File: src/rtl/key_conditioner_if.sv
// Raw push-button inputs and conditioned key pulses exchanged between the buttons and
// the Morse decoder.
interface key_conditioner_if;
    logic long_key_raw;
    logic short_key_raw;
    logic send_raw;
    logic back_space_raw;
    logic long_key_p;
    logic short_key_p;
    logic send_p;
    logic back_space_p;
    logic key_active;

    modport master (
        output long_key_raw,
        output short_key_raw,
        output send_raw,
        output back_space_raw,
        input  long_key_p,
        input  short_key_p,
        input  send_p,
        input  back_space_p,
        input  key_active
    );

    modport slave (
        input  long_key_raw,
        input  short_key_raw,
        input  send_raw,
        input  back_space_raw,
        output long_key_p,
        output short_key_p,
        output send_p,
        output back_space_p,
        output key_active
    );
endinterface

File: src/rtl/key_conditioner.sv
// Synchronises, debounces and arbitrates four push-buttons into exclusive one-cycle pulses.
// Define BACKSPACE_REPEAT_EN to enable back_space auto-repeat while it is held.
module key_conditioner #(
    parameter int unsigned DEBOUNCE_CYCLES = 2,
    parameter int unsigned REPEAT_DELAY    = 50,
    parameter int unsigned REPEAT_PERIOD   = 10
) (
    input logic              check,
    input logic              reset,
    key_conditioner_if.slave bus
);
    // Key index doubles as priority: higher index wins simultaneous presses.
    localparam int unsigned NumKeys = 4;
    localparam int unsigned BsIdx   = 3;
    localparam int unsigned CntW    = (DEBOUNCE_CYCLES > 1) ? $clog2(DEBOUNCE_CYCLES) : 1;
    localparam logic [CntW-1:0] CntMax = CntW'(DEBOUNCE_CYCLES - 1);

    if (DEBOUNCE_CYCLES < 1 || REPEAT_DELAY < 1 || REPEAT_PERIOD < 1) begin : g_param_check
        $error("key_conditioner: DEBOUNCE_CYCLES, REPEAT_DELAY and REPEAT_PERIOD must be >= 1");
    end

    typedef enum logic [1:0] {StIdle, StOwner, StSwallowed} state_e;

    logic [NumKeys-1:0] raw;
    logic [NumKeys-1:0] sync1_q;
    logic [NumKeys-1:0] s_q;
    logic [NumKeys-1:0] stable_q, stable_d;
    logic [NumKeys-1:0] rise, fall, higher_rise;
    logic [NumKeys-1:0] pulse_q, pulse_d;
    logic [CntW-1:0]    cnt_q [NumKeys];
    logic [CntW-1:0]    cnt_d [NumKeys];
    state_e             state_q [NumKeys];
    state_e             state_d [NumKeys];
    logic               any_held;
    logic               key_active_q;

    assign raw = {bus.back_space_raw, bus.send_raw, bus.long_key_raw, bus.short_key_raw};

    always_ff @(posedge check) begin
        if (reset) begin
            sync1_q      <= '0;
            s_q          <= '0;
            stable_q     <= '0;
            pulse_q      <= '0;
            key_active_q <= 1'b0;
            for (int k = 0; k < NumKeys; k++) begin
                cnt_q[k]   <= '0;
                state_q[k] <= StIdle;
            end
        end else begin
            sync1_q      <= raw;
            s_q          <= sync1_q;
            stable_q     <= stable_d;
            pulse_q      <= pulse_d;
            key_active_q <= |stable_q;
            for (int k = 0; k < NumKeys; k++) begin
                cnt_q[k]   <= cnt_d[k];
                state_q[k] <= state_d[k];
            end
        end
    end

    // Any sample agreeing with the stable level restarts the count.
    always_comb begin
        stable_d = stable_q;
        rise     = '0;
        fall     = '0;
        for (int k = 0; k < NumKeys; k++) begin
            cnt_d[k] = '0;
            if (s_q[k] != stable_q[k]) begin
                if (cnt_q[k] == CntMax) begin
                    stable_d[k] = s_q[k];
                    rise[k]     = s_q[k];
                    fall[k]     = ~s_q[k];
                end else begin
                    cnt_d[k] = cnt_q[k] + 1'b1;
                end
            end
        end
    end

    always_comb begin
        higher_rise = '0;
        for (int k = 0; k < NumKeys; k++) begin
            higher_rise[k] = |(rise >> (k + 1));
        end
    end

`ifdef BACKSPACE_REPEAT_EN
    localparam int unsigned RepMaxVal = (REPEAT_DELAY > REPEAT_PERIOD) ? REPEAT_DELAY
                                                                         : REPEAT_PERIOD;
    localparam int unsigned RepW = $clog2(RepMaxVal + 1);
    localparam logic [RepW-1:0] RepDelayM1  = RepW'(REPEAT_DELAY - 1);
    localparam logic [RepW-1:0] RepPeriodM1 = RepW'(REPEAT_PERIOD - 1);
    localparam logic [RepW-1:0] RepSat      = {RepW{1'b1}};

    logic [RepW-1:0] rep_cnt_q, rep_cnt_d;
    logic            rep_first_q, rep_first_d;

    always_ff @(posedge check) begin
        if (reset) begin
            rep_cnt_q   <= '0;
            rep_first_q <= 1'b1;
        end else begin
            rep_cnt_q   <= rep_cnt_d;
            rep_first_q <= rep_first_d;
        end
    end
`endif

    always_comb begin
        pulse_d  = '0;
        any_held = 1'b0;
        for (int k = 0; k < NumKeys; k++) begin
            any_held = any_held | (state_q[k] != StIdle);
        end
        for (int k = 0; k < NumKeys; k++) begin
            state_d[k] = state_q[k];
            case (state_q[k])
                StIdle: begin
                    if (rise[k]) begin
                        if (!any_held && !higher_rise[k]) begin
                            state_d[k] = StOwner;
                            pulse_d[k] = 1'b1;
                        end else begin
                            state_d[k] = StSwallowed;
                        end
                    end
                end
                StOwner, StSwallowed: begin
                    if (fall[k]) state_d[k] = StIdle;
                end
                default: state_d[k] = StIdle;
            endcase
        end
`ifdef BACKSPACE_REPEAT_EN
        rep_cnt_d   = '0;
        rep_first_d = rep_first_q;
        if (pulse_d[BsIdx]) begin
            rep_first_d = 1'b1;
        end else if (state_q[BsIdx] == StOwner && !fall[BsIdx]) begin
            // First repeat waits REPEAT_DELAY, later ones REPEAT_PERIOD; cleared on each pulse.
            if (rep_cnt_q == (rep_first_q ? RepDelayM1 : RepPeriodM1)) begin
                pulse_d[BsIdx] = 1'b1;
                rep_first_d    = 1'b0;
            end else if (rep_cnt_q != RepSat) begin
                rep_cnt_d = rep_cnt_q + 1'b1;
            end else begin
                rep_cnt_d = rep_cnt_q;
            end
        end
`endif
    end

    assign bus.short_key_p  = pulse_q[0];
    assign bus.long_key_p   = pulse_q[1];
    assign bus.send_p       = pulse_q[2];
    assign bus.back_space_p = pulse_q[BsIdx];
    assign bus.key_active   = key_active_q;
endmodule
File: src/flat_wrapper.sv
// flat-port wrapper written by rule: the top's interface ports become plain ports
module key_conditioner_flat 
#(
    parameter int unsigned DEBOUNCE_CYCLES = 2,
    parameter int unsigned REPEAT_DELAY    = 50,
    parameter int unsigned REPEAT_PERIOD   = 10
)
  (check, reset, bus_long_key_raw, bus_short_key_raw, bus_send_raw, bus_back_space_raw, bus_long_key_p, bus_short_key_p, bus_send_p, bus_back_space_p, bus_key_active);
  key_conditioner_if bus_i ();
  input logic check;
  input logic reset;
  input wire logic [$bits(bus_i.long_key_raw)-1:0] bus_long_key_raw;
  input wire logic [$bits(bus_i.short_key_raw)-1:0] bus_short_key_raw;
  input wire logic [$bits(bus_i.send_raw)-1:0] bus_send_raw;
  input wire logic [$bits(bus_i.back_space_raw)-1:0] bus_back_space_raw;
  output wire logic [$bits(bus_i.long_key_p)-1:0] bus_long_key_p;
  output wire logic [$bits(bus_i.short_key_p)-1:0] bus_short_key_p;
  output wire logic [$bits(bus_i.send_p)-1:0] bus_send_p;
  output wire logic [$bits(bus_i.back_space_p)-1:0] bus_back_space_p;
  output wire logic [$bits(bus_i.key_active)-1:0] bus_key_active;
  assign bus_i.long_key_raw = bus_long_key_raw;
  assign bus_i.short_key_raw = bus_short_key_raw;
  assign bus_i.send_raw = bus_send_raw;
  assign bus_i.back_space_raw = bus_back_space_raw;
  assign bus_long_key_p = bus_i.long_key_p;
  assign bus_short_key_p = bus_i.short_key_p;
  assign bus_send_p = bus_i.send_p;
  assign bus_back_space_p = bus_i.back_space_p;
  assign bus_key_active = bus_i.key_active;
  key_conditioner #(.DEBOUNCE_CYCLES(DEBOUNCE_CYCLES), .REPEAT_DELAY(REPEAT_DELAY), .REPEAT_PERIOD(REPEAT_PERIOD)) u_core (.check(check), .reset(reset), .bus(bus_i));
endmodule
File: config.mk
export PLATFORM = sky130hd
export DESIGN_NAME = key_conditioner_flat
export DESIGN_NICKNAME = d
export VERILOG_FILES = /design/src/rtl/key_conditioner_if.sv /design/src/rtl/key_conditioner.sv /design/src/flat_wrapper.sv
export SDC_FILE = /design/constraint.sdc
export NUM_CORES = 1
export LEC_CHECK = 0
export ABC_AREA = 0
export CAP_MARGIN = 20
export CORE_MARGIN = 8
export CORE_UTILIZATION = 38
export CTS_CLUSTER_DIAMETER = 80
export DETAILED_ROUTE_END_ITERATION = 12
export PLACE_DENSITY_LB_ADDON = 0.1
export SLEW_MARGIN = 25
export SYNTH_ARGS = -nofsm -noshare
export SYNTH_HDL_FRONTEND = slang
export SYNTH_SLANG_ARGS = --single-unit
export TNS_END_PERCENT = 1
File: constraint.sdc
create_clock -name check -period 2.45 [get_ports check]
set_input_delay 0.6125 -clock check [delete_from_list [all_inputs] [get_ports check]]
set_output_delay 0.6125 -clock check [all_outputs]
set_load 0.05 [all_outputs]
Word level (Yosys, flattened, before mapping)
Memories as Yosys holds them, arrays and structs flattened.
Index checks and enable logic that the tools add are counted.
W data, S select, Z words.

word-level totals
  memory bits (writable) = 12
  input port bits = 6
  register bits = 17
  logic and storage cells = 137
  memories = 2

cells by class
  bitwise operators = 23
  add/sub/neg operators = 4
  multiplexer cells = 55
  equal/unequal tests = 12
  reductions and logical operators = 30

memories
  name            words  width  read ports  clocked after memory_dff  wr ports  line                   source
  u_core.state_q  4      2      4           0                         4         key_conditioner.sv:32  state_e state_q [NumKeys];
  u_core.cnt_q    4      1      4           0                         4         key_conditioner.sv:30  logic [CntW-1:0] cnt_q [NumKeys];

operator list
  operator               number
  $mux W1                35
  $mux W2                16
  $pmux W2 S2            4
  $reduce_or A3 Y1       5
  $not A1 Y1             12
  $or A1 B1 Y1           11
  $reduce_or A2 Y1       5
  $eq A2 B1 Y1 const B   4
  $eq A2 B2 Y1 const B   4
  $logic_not A2 Y1       4
  $reduce_and A2 Y1      4
  $reduce_bool A2 Y1     4
  $add A1 B1 Y1 const B  4
  $logic_not A1 Y1       4
  $ne A1 B1 Y1           4
  $reduce_or A4 Y1       1
  $logic_and A1 B1 Y1    3

Depth between registers and ports, before layout
Gate-level depths: netlist (run 1).
An unclocked memory read counts as a cell.

  depth in word-level cells = 11
  mapped depth = 6
  depth with buffers taken out = 6

Least setup slack after synthesis (run 1)
OpenSTA, ideal clock, no wires.

  kind = reg2reg
  from = memory u_core.state_q[2][1] (netlist name)
  to = memory u_core.state_q[2][0] (netlist name)
  required time = 2.385 ns
  arrival = 1.516 ns
  cell stages (with the launch flop) = 7
  buffers on the path = 0
  slack = 0.869 ns
  period minus slack after synthesis = 1.581 ns
  path through = dfxtp_1 inv_1 ha_1 and4bb_2 nor3_1 mux2_2 nor2_1

RTL lines
  item             line
  start, declared  key_conditioner.sv:32

Worst setup path in the final report (run 1)
  from = register u_core.pulse_q[1]
  to = output bus_long_key_p

RTL lines
  item                    line                   source
  start, declared         key_conditioner.sv:29  logic [NumKeys-1:0] pulse_q, pulse_d;
  start signal, assigned  key_conditioner.sv:54  pulse_q <= pulse_d;
  end, declared           flat_wrapper.sv:16     output wire logic [$bits(bus_i.long_key_p)-1:0] bus_long_key_p;

No word-level cell between the ends.

==> results of run 1 <==
registers in the layout, indices dropped and copies added (netlist names):
signal / count
u_core.s_q: 4
u_core.state_q: 8
u_core.pulse_q: 4
u_core.sync1_q: 4
u_core.bus.key_active: 1
u_core.cnt_q: 4
u_core.stable_q: 4
layer usage:
| layer | GRT usage [%] | vias up | share of wire [%] |
|---|---|---|---|
| met3 | 3.63 | 4 | 4.4 |
| li1 | - | 461 | - |
| met5 | 0 | - | 0 |
| met4 | 6.12 | 0 | 1.7 |
| met2 | 12.1 | 16 | 42 |
| met1 | 11.1 | 390 | 52 |
cell usage after synthesis:
cell type | instances | area [um2]
nor3_1 | 10 | 50.1
buf_1 | 1 | 3.75
nand3b_2 | 1 | 11.3
inv_1 | 8 | 30.0
nor4_1 | 4 | 25.0
nor4b_1 | 1 | 8.76
a31oi_1 | 2 | 12.5
or2b_1 | 1 | 7.51
and4bb_2 | 3 | 37.5
nor2_2 | 1 | 6.26
o221ai_1 | 1 | 8.76
nor3b_1 | 1 | 7.51
nand2_1 | 4 | 15.0
ha_1 | 4 | 50.1
nand3b_1 | 5 | 37.5
nor2_1 | 11 | 41.3
and4_1 | 1 | 8.76
clkbuf_1 | 2 | 7.51
mux2i_1 | 3 | 30.0
nor2b_1 | 8 | 50.1
nor4bb_1 | 2 | 20.0
o21ai_0 | 1 | 5.00
o21a_1 | 1 | 7.51
nand2b_1 | 1 | 6.26
mux2_2 | 3 | 33.8
o211ai_1 | 1 | 7.51
a21oi_1 | 5 | 25.0
nand4_1 | 1 | 6.26
dfxtp_1 | 29 | 581
xnor2_1 | 4 | 35.0
or4_1 | 1 | 7.51
logic make-up after synthesis:
logic type,synth area share [%]
xor gates and xnor gates,2.96
AOI/OAI and AO/OA,5.60
adders and majority gates,4.23
DFF,49.0
muxes,5.39
buffers and inverters,3.49
and+or+nand+nor,29.3
power groups by stage:
stage,registers (mW),clock network (mW),logic [mW]
floorplan,0.520,0,0.174
finish,0.510,0.263,0.235
global route,0.513,0.303,0.253
detailed placement,0.521,0,0.232
global placement,0.520,0,0.227
CTS,0.510,0.280,0.232
final timing paths:
kind,start,cells after the start,slack (ps),endpoint
worst max-delay path,u_core.pulse_q[1],1,400,bus_long_key_p
worst min-delay path,u_core.sync1_q[2],1,440,u_core.s_q[2]
worst max register to register,u_core.state_q[2][1],6,730,u_core.state_q[2][0]
worst min register to register,u_core.sync1_q[2],1,440,u_core.s_q[2]
final cells by class:
type                       count  area (um2)
fill                         290        1620
clock buffer                   8        48.8
multi-input combinational     81         562
inverter                       8        30.0
timing repair buffer          11         120
sequential                    29         581
tap                           33        41.3
==> flow_summary.toml, run 1 <==
[detailed_routing]
num_vias = 871
wl_mm = 2.10
firstDrtPassIters = 4
drc = 0
first_iter_violations = 52
vias_per_cell = 5.12
antenna_left = 0
wl_per_cell_um = 12.3

[logic_synthesis]
ys_ff_latch = 29
syn_nets = 131
synth_cell_types = 31
synth_area_per_cell_um2 = 9.78
synth_warnings = 0
syn_area_um2 = 1180
seq_area_frac_synth_pct = 49.0
synthCells = 121

[global_routing]
antenna_found_initial = 0
grt_max_degree = 21
grt_first_pass_wirelength_mm = 3.53
track_usage_pct = 8.94
grt_pass1_vias = 787
overflow = 0

[cts]
clockBufferDepth = 2
cts_resized = 0
cts_made_buffers = 5
path_clk_slew_ps = 90
cts.sinks = 29
clock_latency_ps = 310
postCtsSetupRepairBufs = 0
root_buffer = "clkbuf_4"
cts_tree = "done"
cts-htree-levels = 2
hold_buffers = 0

[layout]
final_cell_mix = "dfxtp_1, nor2_1, nor3_1, clkdlybuf4s50_1"
drive_gt1_share_pct = 10.2
stdcell_count = 170
final_cell_area_um2 = 1380
postLayoutCoreUtil_pct = 46.0
area_delta_synth_final_pct = 16.8
diodes = 0
nets = 146
final_common_cell = "dfxtp_1"

[run_status]
status = "completed"

[place]
port_buffers = 10
dpl-instance-area_um2 = 1330
dp.cells = 162
post-place-ws_ps = 526
dpl.hpwl_mm = 1.49
gp_congestion = 0.736

[die]
coreArea_um2 = 3000
dieArea_um2 = 5160
die_y_um = 71.8
initial_utilization_pct = 39.4
die_w_um = 71.8
rows = 20
ios = 11

[pwr]
ir_worst_vdd_uv = 407
p_clk_share_pct = 26.1
p_leak_nw = 0.473
swShare_pct = 29.3
p_per_area_nw_per_um2 = 729
seq_power_share_pct = 50.6
p_switching_mw = 0.295
power_mw = 1.01
internal_power_mw = 0.712
combPwrFrac_pct = 23.3

[sta]
finClkSkew_ps = 9.18
drv_slew = 0
slew_headroom_pct = 66.5
fin_crit_sh_pct = 83.7
setup_viol = 0
tns_ps = 0
worstMarginPinSlew_ps = 501
layout_min_cycle_time_ps = 2050
setup_slack_ps = 400
rsz0062_at_grt = "no"
max_freq_mhz = 488
holdWs_ps = 442
final-hold-violation-count = 0

[setup_path]
max_stage_delay_ps = 800
crit_path_max_fanout = 1
path_cells = "clkdlybuf4s50_1"
path_class = "reg2out"
path_buf_inv = 1
cp-end-kind = "primary output"
startpoint_type = "flop"
slowest_stage = "clkdlybuf4s50_1"
cp.arrival_ps = 1440
critPathTopFamily = "buffers and inverters"
required_ps = 1840

[min_path]
min_path_type = "reg2reg"

[run]
max_cap_violations = 0
No activity file was read; power rests on OpenSTA's default activity.
==> run 2: changes to the inputs <==
- clock period: 2.45 -> 2 ns (I/O delays scaled with it)
==> run 2 against run 1 <==
Highest routed layer unchanged. Combinational power rose by 20%. Die area did not move. Cell count did not move. Clock-buffer cell count fell by 1. Clock power rose by 36%. Sequential share of layout area barely moved. Global-route usage fell by 0.31 points. Routed wire length fell by 2.1%. Largest power group unchanged. Worst hold slack improved by 2.3 ps. Worst setup slack got worse by 350 ps. Flip-flop and latch count did not move. Critical path depth did not move.
==> flow_summary.toml, run 2 (synthesis gave the netlist of run 1 again) <==
[run_status]
status = "completed"

[setup_path]
timing.rr.start = "u_core.state_q[2][1]"
path_cells = "clkdlybuf4s50_1"
startpoint_type = "flop"
slowest_stage = "clkdlybuf4s50_1"
r2r-end = "u_core.state_q[2][0]"
required_ps = 1500
crit_path_max_fanout = 1
r2r.worst_path.cells = 6
rrSetupSlack_ps = 280
path_buf_inv = 1
max_stage_delay_ps = 800
cp-end-kind = "primary output"
cp.arrival_ps = 1450
critPathTopFamily = "buffers and inverters"
path_class = "reg2out"

[pwr]
combPwrFrac_pct = 22.4
internal_power_mw = 0.897
p_per_area_nw_per_um2 = 914
ir_worst_vdd_uv = 436
p_switching_mw = 0.368
p_leak_nw = 0.478
swShare_pct = 29.1
p_clk_share_pct = 28.3
power_mw = 1.27
seq_power_share_pct = 49.3

[detailed_routing]
wl_per_cell_um = 12.1
first_iter_violations = 27
antenna_left = 0
num_vias = 874
firstDrtPassIters = 4
vias_per_cell = 5.14
drc = 0
wl_mm = 2.05

[die]
rows = 20
dieArea_um2 = 5160
die_y_um = 71.8
ios = 11
die_w_um = 71.8
initial_utilization_pct = 39.4
coreArea_um2 = 3000

[cts]
cts_tree = "done"
cts_made_buffers = 5
path_clk_slew_ps = 90
root_buffer = "clkbuf_4"
hold_buffers = 0
clockBufferDepth = 2
clock_latency_ps = 320
postCtsSetupRepairBufs = 0
cts-htree-levels = 2
cts_resized = 0
cts.sinks = 29

[run]
max_cap_violations = 0

[place]
dp.cells = 163
dpl-instance-area_um2 = 1330
dpl.hpwl_mm = 1.51
port_buffers = 10
gp_congestion = 0.752

[min_path]
min_to = "u_core.s_q[0]"
hold_path.startpoint = "u_core.sync1_q[0]"
holdPathStages = 1
min_path_type = "reg2reg"

[layout]
drive_gt1_share_pct = 11.7
regMostFlops = "u_core.state_q"
nets = 147
postLayoutCoreUtil_pct = 46.1
diodes = 0
final_cell_area_um2 = 1380
largest_reg_flops = 8
stdcell_count = 170
final_common_cell = "dfxtp_1"
area_delta_synth_final_pct = 16.9
final_cell_mix = "dfxtp_1, nor2_1, nor3_1, clkdlybuf4s50_1"

[sta]
worstMarginPinSlew_ps = 496
tns_ps = 0
slew_headroom_pct = 66.8
rsz0062_at_grt = "no"
drv_slew = 0
final-hold-violation-count = 0
setup_viol = 0
max_freq_mhz = 512
fin_crit_sh_pct = 97.6
finClkSkew_ps = 1.62
layout_min_cycle_time_ps = 1950

[global_routing]
grt_first_pass_wirelength_mm = 3.41
track_usage_pct = 8.63
overflow = 0
grt_pass1_vias = 804
antenna_found_initial = 0
grt_max_degree = 13
-- run 2: cell types whose count changed in the layout (fill, tap and decap cells not counted), sizes merged --
cell and change:
buf +1, clkbuf -1
-- run 2: worst max-delay path by stage --
stage | startpoint | to | depth (start not counted)
after CTS | u_core.pulse_q[3] | bus_back_space_p | 1
final | u_core.pulse_q[3] | bus_back_space_p | 1
after global routing | u_core.pulse_q[3] | bus_back_space_p | 1
after detailed placement | reset | u_core.pulse_q[0] | 3
after floorplan | u_core.state_q[2][1] | u_core.state_q[2][0] | 6
after global placement | reset | u_core.pulse_q[0] | 3
-- run 2: layer usage --
metal / track usage (%) / routed length, um / vias up
li1: - / - / 456
met2: 13.3 / 912 / 13
met3: 3.35 / 75 / 7
met1: 9.28 / 1000 / 398
met4: 6.80 / 61 / 0
met5: 0 / 0 / -
-- run 2: cell type report --
type                    instances  area (um2)
clock buffers                   7        55.1
fillers                       291        1620
repair buffers                 12         115
well taps                      33        41.3
multi-input cells              81         562
flip-flops and latches         29         581
inverters                       8        30.0
-- run 2: power by group through the flow --
stage               combinational, mW  clock (mW)  sequential [mW]
finish                          0.283       0.358            0.624
global route                    0.318       0.389            0.628
CTS                             0.282       0.370            0.624
detailed placement              0.281           0            0.638
global placement                0.274           0            0.637
floorplan                       0.214           0            0.637
-- run 2: stage by stage --
step	hold WS, ps	setup slack [ps]
CTS	444	12.2
finish	444	47.1
detailed placement	424	256
floorplan	414	419
global placement	419	257
global route	462	0.420
==> RTL edit 1 (config.mk and constraints of run 1) <==
`DEBOUNCE_CYCLES` is set to 2 in 2 places; all go to 4.
--- a/src/rtl/key_conditioner.sv
+++ b/src/rtl/key_conditioner.sv
@@ -3,3 +3,3 @@
 module key_conditioner #(
-    parameter int unsigned DEBOUNCE_CYCLES = 2,
+    parameter int unsigned DEBOUNCE_CYCLES = 4,
     parameter int unsigned REPEAT_DELAY    = 50,
--- a/src/flat_wrapper.sv
+++ b/src/flat_wrapper.sv
@@ -3,3 +3,3 @@
 #(
-    parameter int unsigned DEBOUNCE_CYCLES = 2,
+    parameter int unsigned DEBOUNCE_CYCLES = 4,
     parameter int unsigned REPEAT_DELAY    = 50,
Check against the original RTL: not equivalent (Yosys sat finds a counterexample within 10 cycles, from zero or initial values and one cycle with reset high).
==> RTL edit 1 against run 1 <==
Worst setup slack improved by 0.050 ns; synthesized cell count rose by 16%; wire length rose by 9.3%; sequential cell count rose by 4; design area rose by 19%; power rose by 31%; area after synthesis rose by 19%; global-route usage fell by 0.28 points; highest routed layer unchanged.
==> RTL edit 1: results (changes against run 1) <==
The flow ran to the end, and the final reports show no timing, DRC or antenna violations. For the number of nets in the finished design, the log shows 169 (+16%). The switching share of power was 28.9% (-0.39 points). The logs give 2.30 mm (+9.3%) for the detailed-route wire length and 300 uV (-26%) for the maximum ir drop on the vdd rail. The post-synthesis sequential area ratio is 46.9% (-2.2 points), and the maximum number of pins on one net before global-route repair is 17 (-19%).

The via density per instance was 4.78 (-6.7%); the placement-stage cell area was 1570 um2 (+17%). Sorting the synthesized cells by area gives the leading types as sky130_fd_sc_hd__dfxtp_1 47%, sky130_fd_sc_hd__ha_1 7.1%, sky130_fd_sc_hd__nor2_1 5.9%, sky130_fd_sc_hd__and4bb_1 4.4%, sky130_fd_sc_hd__mux2i_1 3.5%. The tools report the initial DRC count as 31 (-40%). The run gives 4.06 mm (+15%) as the global-route wire length before repair. The share of layout cells above drive strength 1 came out at 13.0% (+2.8 points). The routed length on met3 is 122 um (+33%).

The worst clock skew came out at 0.00468 ns (-0.00450 ns). The final estimated routing congestion in global placement was 0.715 (-2.9%); the via count of the first global-routing pass was 944 (+20%). Clock tree synthesis selected as its root buffer the cell sky130_fd_sc_hd__clkbuf_8. The met1 wire length was 1.11 mm (+2.5%). The clock latency on the worst-skew pair is 0.28 ns (-0.03 ns), and the storage element area is 661 um2 (+14%). The reported leakage power is 0.642 nW (+36%), and the met2 routed wirelength is 1.02 mm (+16%). The logs give 154 (+18%) for the number of nets produced by synthesis and 4 (unchanged) for the detailed-routing iteration count for the pre-antenna-repair pass.

The share of flip-flops with an asynchronous set or reset after synthesis is 0% (unchanged), and the number of filler instances in the final layout is 370 (+28%). The clock edge transition at the registers on the reported setup and hold paths came out at 0.06 ns (-0.03 ns). Ranked by instance count, the synthesized netlist is headed by 33 x sky130_fd_sc_hd__dfxtp_1, 22 x sky130_fd_sc_hd__nor2_1, 12 x sky130_fd_sc_hd__inv_1, 8 x sky130_fd_sc_hd__ha_1, 8 x sky130_fd_sc_hd__nor2b_1. The detailed-placement wirelength estimate was 1.73 mm (+16%); the arrival time at the worst endpoint was 1.39 ns (-0.05 ns). For the headroom to the max-slew limit, the log shows 66.6% (+0.080 points).
## RTL edit 1: cell types whose count changed in the layout (fill, tap and decap cells not counted), moves of 4 or more
cell,change
sky130_fd_sc_hd__clkbuf_4,-5
sky130_fd_sc_hd__and4bb_1,+5
sky130_fd_sc_hd__nor3_2,+4
sky130_fd_sc_hd__or3_1,+4
sky130_fd_sc_hd__ha_1,+4
sky130_fd_sc_hd__dfxtp_1,+4
sky130_fd_sc_hd__inv_1,+4
sky130_fd_sc_hd__nor2_1,+11
sky130_fd_sc_hd__clkbuf_8,+5
sky130_fd_sc_hd__nor3_1,-8
## RTL edit 1: power groups by stage
stage | sequential (mW) | combinational [mW] | clock [mW]
after floorplan | 0.589 | 0.306 | 0
after global placement | 0.592 | 0.373 | 0
after detailed placement | 0.593 | 0.377 | 0
after CTS | 0.581 | 0.379 | 0.378
after global routing | 0.584 | 0.421 | 0.402
final | 0.581 | 0.378 | 0.358
## RTL edit 1: final timing paths
kind / end / startpoint / slack, ns / depth (start not counted)
setup / recovery: bus_short_key_p / u_core.pulse_q[0] / 0.45 / 1
hold / removal: u_core.cnt_q[2][0] / u_core.cnt_q[2][0] / 0.42 / 1
setup reg to reg: u_core.state_q[2][1] / u_core.state_q[2][0] / 0.85 / 6
hold reg to reg: u_core.cnt_q[2][0] / u_core.cnt_q[2][0] / 0.42 / 1
## RTL edit 1: cell type report
type                    instances  area share, %
clock inverters                 1          0.305
well taps                      48           3.66
repair buffers                 11           6.56
multi-input cells              92           42.3
clock buffers                   5           4.20
flip-flops and latches         33           40.3
inverters                      12           2.75
## RTL edit 1: logic make-up (layout without fill, tap and decap cells)
family          after synthesis  in the layout  synth area share (%)
flops                        33             33                  46.8
buf+inv                      15             29                  3.99
compound gates                6              6                  2.75
mux                           8              8                  5.94
simple gates                 66             66                  30.9
fa+ha+maj                     8              8                  7.10
xor+xnor                      4              4                  2.48
## RTL edit 1: per-layer routing
metal	vias to the layer above	track usage [%]
li1	508	-
met5	-	0
met3	5	5.24
met4	0	3.46
met2	13	13.4
met1	440	9.32
## RTL edit 1: stage by stage
step,setup WS (ns),cells
floorplan,0.957,140
global placement,0.559,196
detailed placement,0.532,196
CTS,0.430,202
global route,0.401,202
finish,0.450,202
==> RTL edit 2 (settings of run 1) <==
Made on the original files. Take the reset off `s_q` and load it in a clocked block of its own.
--- a/src/rtl/key_conditioner.sv
+++ b/src/rtl/key_conditioner.sv
@@ -41,3 +41,2 @@
             sync1_q      <= '0;
-            s_q          <= '0;
             stable_q     <= '0;
@@ -51,3 +50,2 @@
             sync1_q      <= raw;
-            s_q          <= sync1_q;
             stable_q     <= stable_d;
@@ -60,2 +58,6 @@
         end
+    end
+
+    always_ff @(posedge check) begin
+        s_q <= sync1_q;
     end
Formal check against the unedited RTL: no difference found for any inputs over 10 cycles, from zero or initial values and one cycle with reset high; that may be too few to reach the edited logic, so the function may still have changed.
==> RTL edit 2 against run 1 <==
Area after synthesis rose by 1.1%; worst setup slack improved by 0.0094 ns; register-to-register slack improved by 0.11 ns; sequential cell count did not move; non-clock buffer count did not move; first-iteration DRC count rose by 9.6%; design area rose by 1.3%; wire length fell by 0.67%; maximum frequency rose by 0.46%.
Power is not compared: it rests on default switching activity, and its combinational part moved more than twofold at a synthesized area within 25%.
==> RTL edit 2: results (changes against run 1) <==
The average cell area after synthesis was 10.6 um2 (+8.2%); the initial DRC count was 57 (+9.6%). The register with the most flip-flops in the final layout is u_core.state_q. After clock tree synthesis, the clock-pin slew on the worst setup and hold paths is 0.08 ns.

The number of nets in the finished design was 139 (-4.8%); the detailed-routing iteration count for the pre-antenna-repair pass was 4 (unchanged). The cell total after placement is 166 (+2.5%). The run gives 9.33% (+0.39 points) as the all-layer global routing usage.

Post-synthesis mux area share: 6.49% (+1.1 points). The tools report the worst-case setup slack after placement as 0.746 ns (+0.220 ns). The classification of the worst-slack hold path is reg2reg.

The count of distinct cell types in the synthesized netlist is 29 (-6.5%), and the xor/xnor share of the synthesized area is 2.93% (-0.031 points). Number of cells on the worst reg-to-reg path: 6 (unchanged). The number of flip-flops under the largest register name came out at 8 (unchanged).

The path with the worst hold slack has its endpoint at u_core.s_q[1]. The post-synthesis sequential area ratio was 48.5% (-0.51 points); the clock sink count was 29 (unchanged). The run gives 1.45 mm (-2.5%) as the detailed-placement wirelength estimate.

The via density per instance was 4.76 (-7.1%); the slack of the worst reg-to-reg path was 0.84 ns (+0.11 ns). The count of endpoints failing hold in the final timing report is 0 (unchanged), and the maximum ir drop on the vdd rail is 351 uV. The run finished with clean final reports. Number of antenna diodes: 0 (unchanged). The share of the synthesized area in compound gates (AO/OA/AOI/OAI) is 2.62% (-3.0 points). The number of nets produced by synthesis was 123 (-6.1%); the worst hold margin was 0.334 ns (-0.108 ns). The post-detailed-route wirelength per cell was 12.0 um (-3.0%). The final estimated routing congestion in global placement is 0.784 (+6.5%). The share of layout cells above drive strength 1 was 16.2% (+5.9 points).

For the synthesis warning total, the log shows 0 (unchanged). For the worst clock skew, the log shows 0.00231 ns (-0.00687 ns). Post-synthesis share of cell area spent on full adders, half adders and majority gates: 4.18% (-0.044 points).

For this design the static power due to leakage is 0.517 nW. Depth of the worst hold-timing path: 0 (-1). The worst-margin pin slew is 0.495 ns (-0.00563 ns), and the via count of the first global-routing pass is 813 (+3.3%). The worst-path maximum fanout is 1 (unchanged), and the post-CTS setup repair buffer count is 0 (unchanged). Yosys attributes the largest share of cell area to sky130_fd_sc_hd__dfxtp_1 49%, sky130_fd_sc_hd__and4bb_1 5.2%, sky130_fd_sc_hd__ha_1 4.2%, sky130_fd_sc_hd__nor2_1 3.8%, sky130_fd_sc_hd__mux2i_1 3.3%. The source of the worst hold timing path is u_core.sync1_q[1]. The number of buffers inserted during clock tree synthesis came out at 5 (unchanged). For the detailed-route via count, the log shows 828 (-4.9%).

Placement-stage cell area: 1350 um2 (+1.3%). The tools report the global-route wire length before repair as 3.66 mm (+3.5%). Ranked by instance count, the synthesized netlist is headed by 29 x sky130_fd_sc_hd__dfxtp_1, 12 x sky130_fd_sc_hd__nor2_1, 8 x sky130_fd_sc_hd__inv_1, 5 x sky130_fd_sc_hd__and4bb_1, 5 x sky130_fd_sc_hd__nor3_1. The logs give 291 (+0.34%) for the number of filler instances in the final layout and 2 (unchanged) for the maximum buffer depth of the clock tree. In this run the critical register-to-register path is captured at u_core.state_q[2][0].

The maximum number of pins on one net before global-route repair is 26 (+24%).
## RTL edit 2: worst max path at each step
stage                          startpoint                    to  slack (ns)  cells past startpoint
floorplan            u_core.state_q[1][1]  u_core.state_q[1][0]        0.96                      6
global placement    u_core.bus.key_active        bus_key_active        0.75                      1
detailed placement      u_core.pulse_q[2]            bus_send_p        0.75                      1
CTS                     u_core.pulse_q[3]      bus_back_space_p        0.37                      1
global route            u_core.pulse_q[1]        bus_long_key_p        0.35                      1
finish                  u_core.pulse_q[3]      bus_back_space_p        0.41                      1
## RTL edit 2: area by class of cell
class / instances / area, um2 / share of cell area (%)
Timing Repair Buffer: 11 / 108 / 7.69
Sequential cell: 29 / 581 / 41.5
Clock buffer: 8 / 48.8 / 3.49
Inverter: 8 / 30.0 / 2.14
Multi-Input combinational cell: 74 / 578 / 41.3
Tap cell: 44 / 55.1 / 3.93
## RTL edit 2: logic make-up (layout without fill, tap and decap cells)
kind of cell               after synthesis  count (layout)
DFF                                     29              29
buffers and inverters                   10              27
muxes                                    7               7
xor gates and xnor gates                 4               4
and+or+nand+nor                         54              54
AOI/OAI and AO/OA                        5               5
adders and majority gates                4               4
## RTL edit 2: power groups by stage
stage	registers [mW]	clock network (mW)	logic, mW
after floorplan	0.558	0	0.407
after global placement	0.551	0	0.510
after detailed placement	0.553	0	0.520
after CTS	0.542	0.283	0.521
after global routing	0.548	0.300	0.571
final	0.542	0.265	0.513
## RTL edit 2: routing by layer
metal  global-route usage [%]  wire length [um]  vias to the layer above
li1                         -                 -                      428
met1                     10.3               978                      382
met2                     13.6               942                       12
met3                     5.23               115                        6
met4                     5.44                48                        0
met5                        0                 0                        -
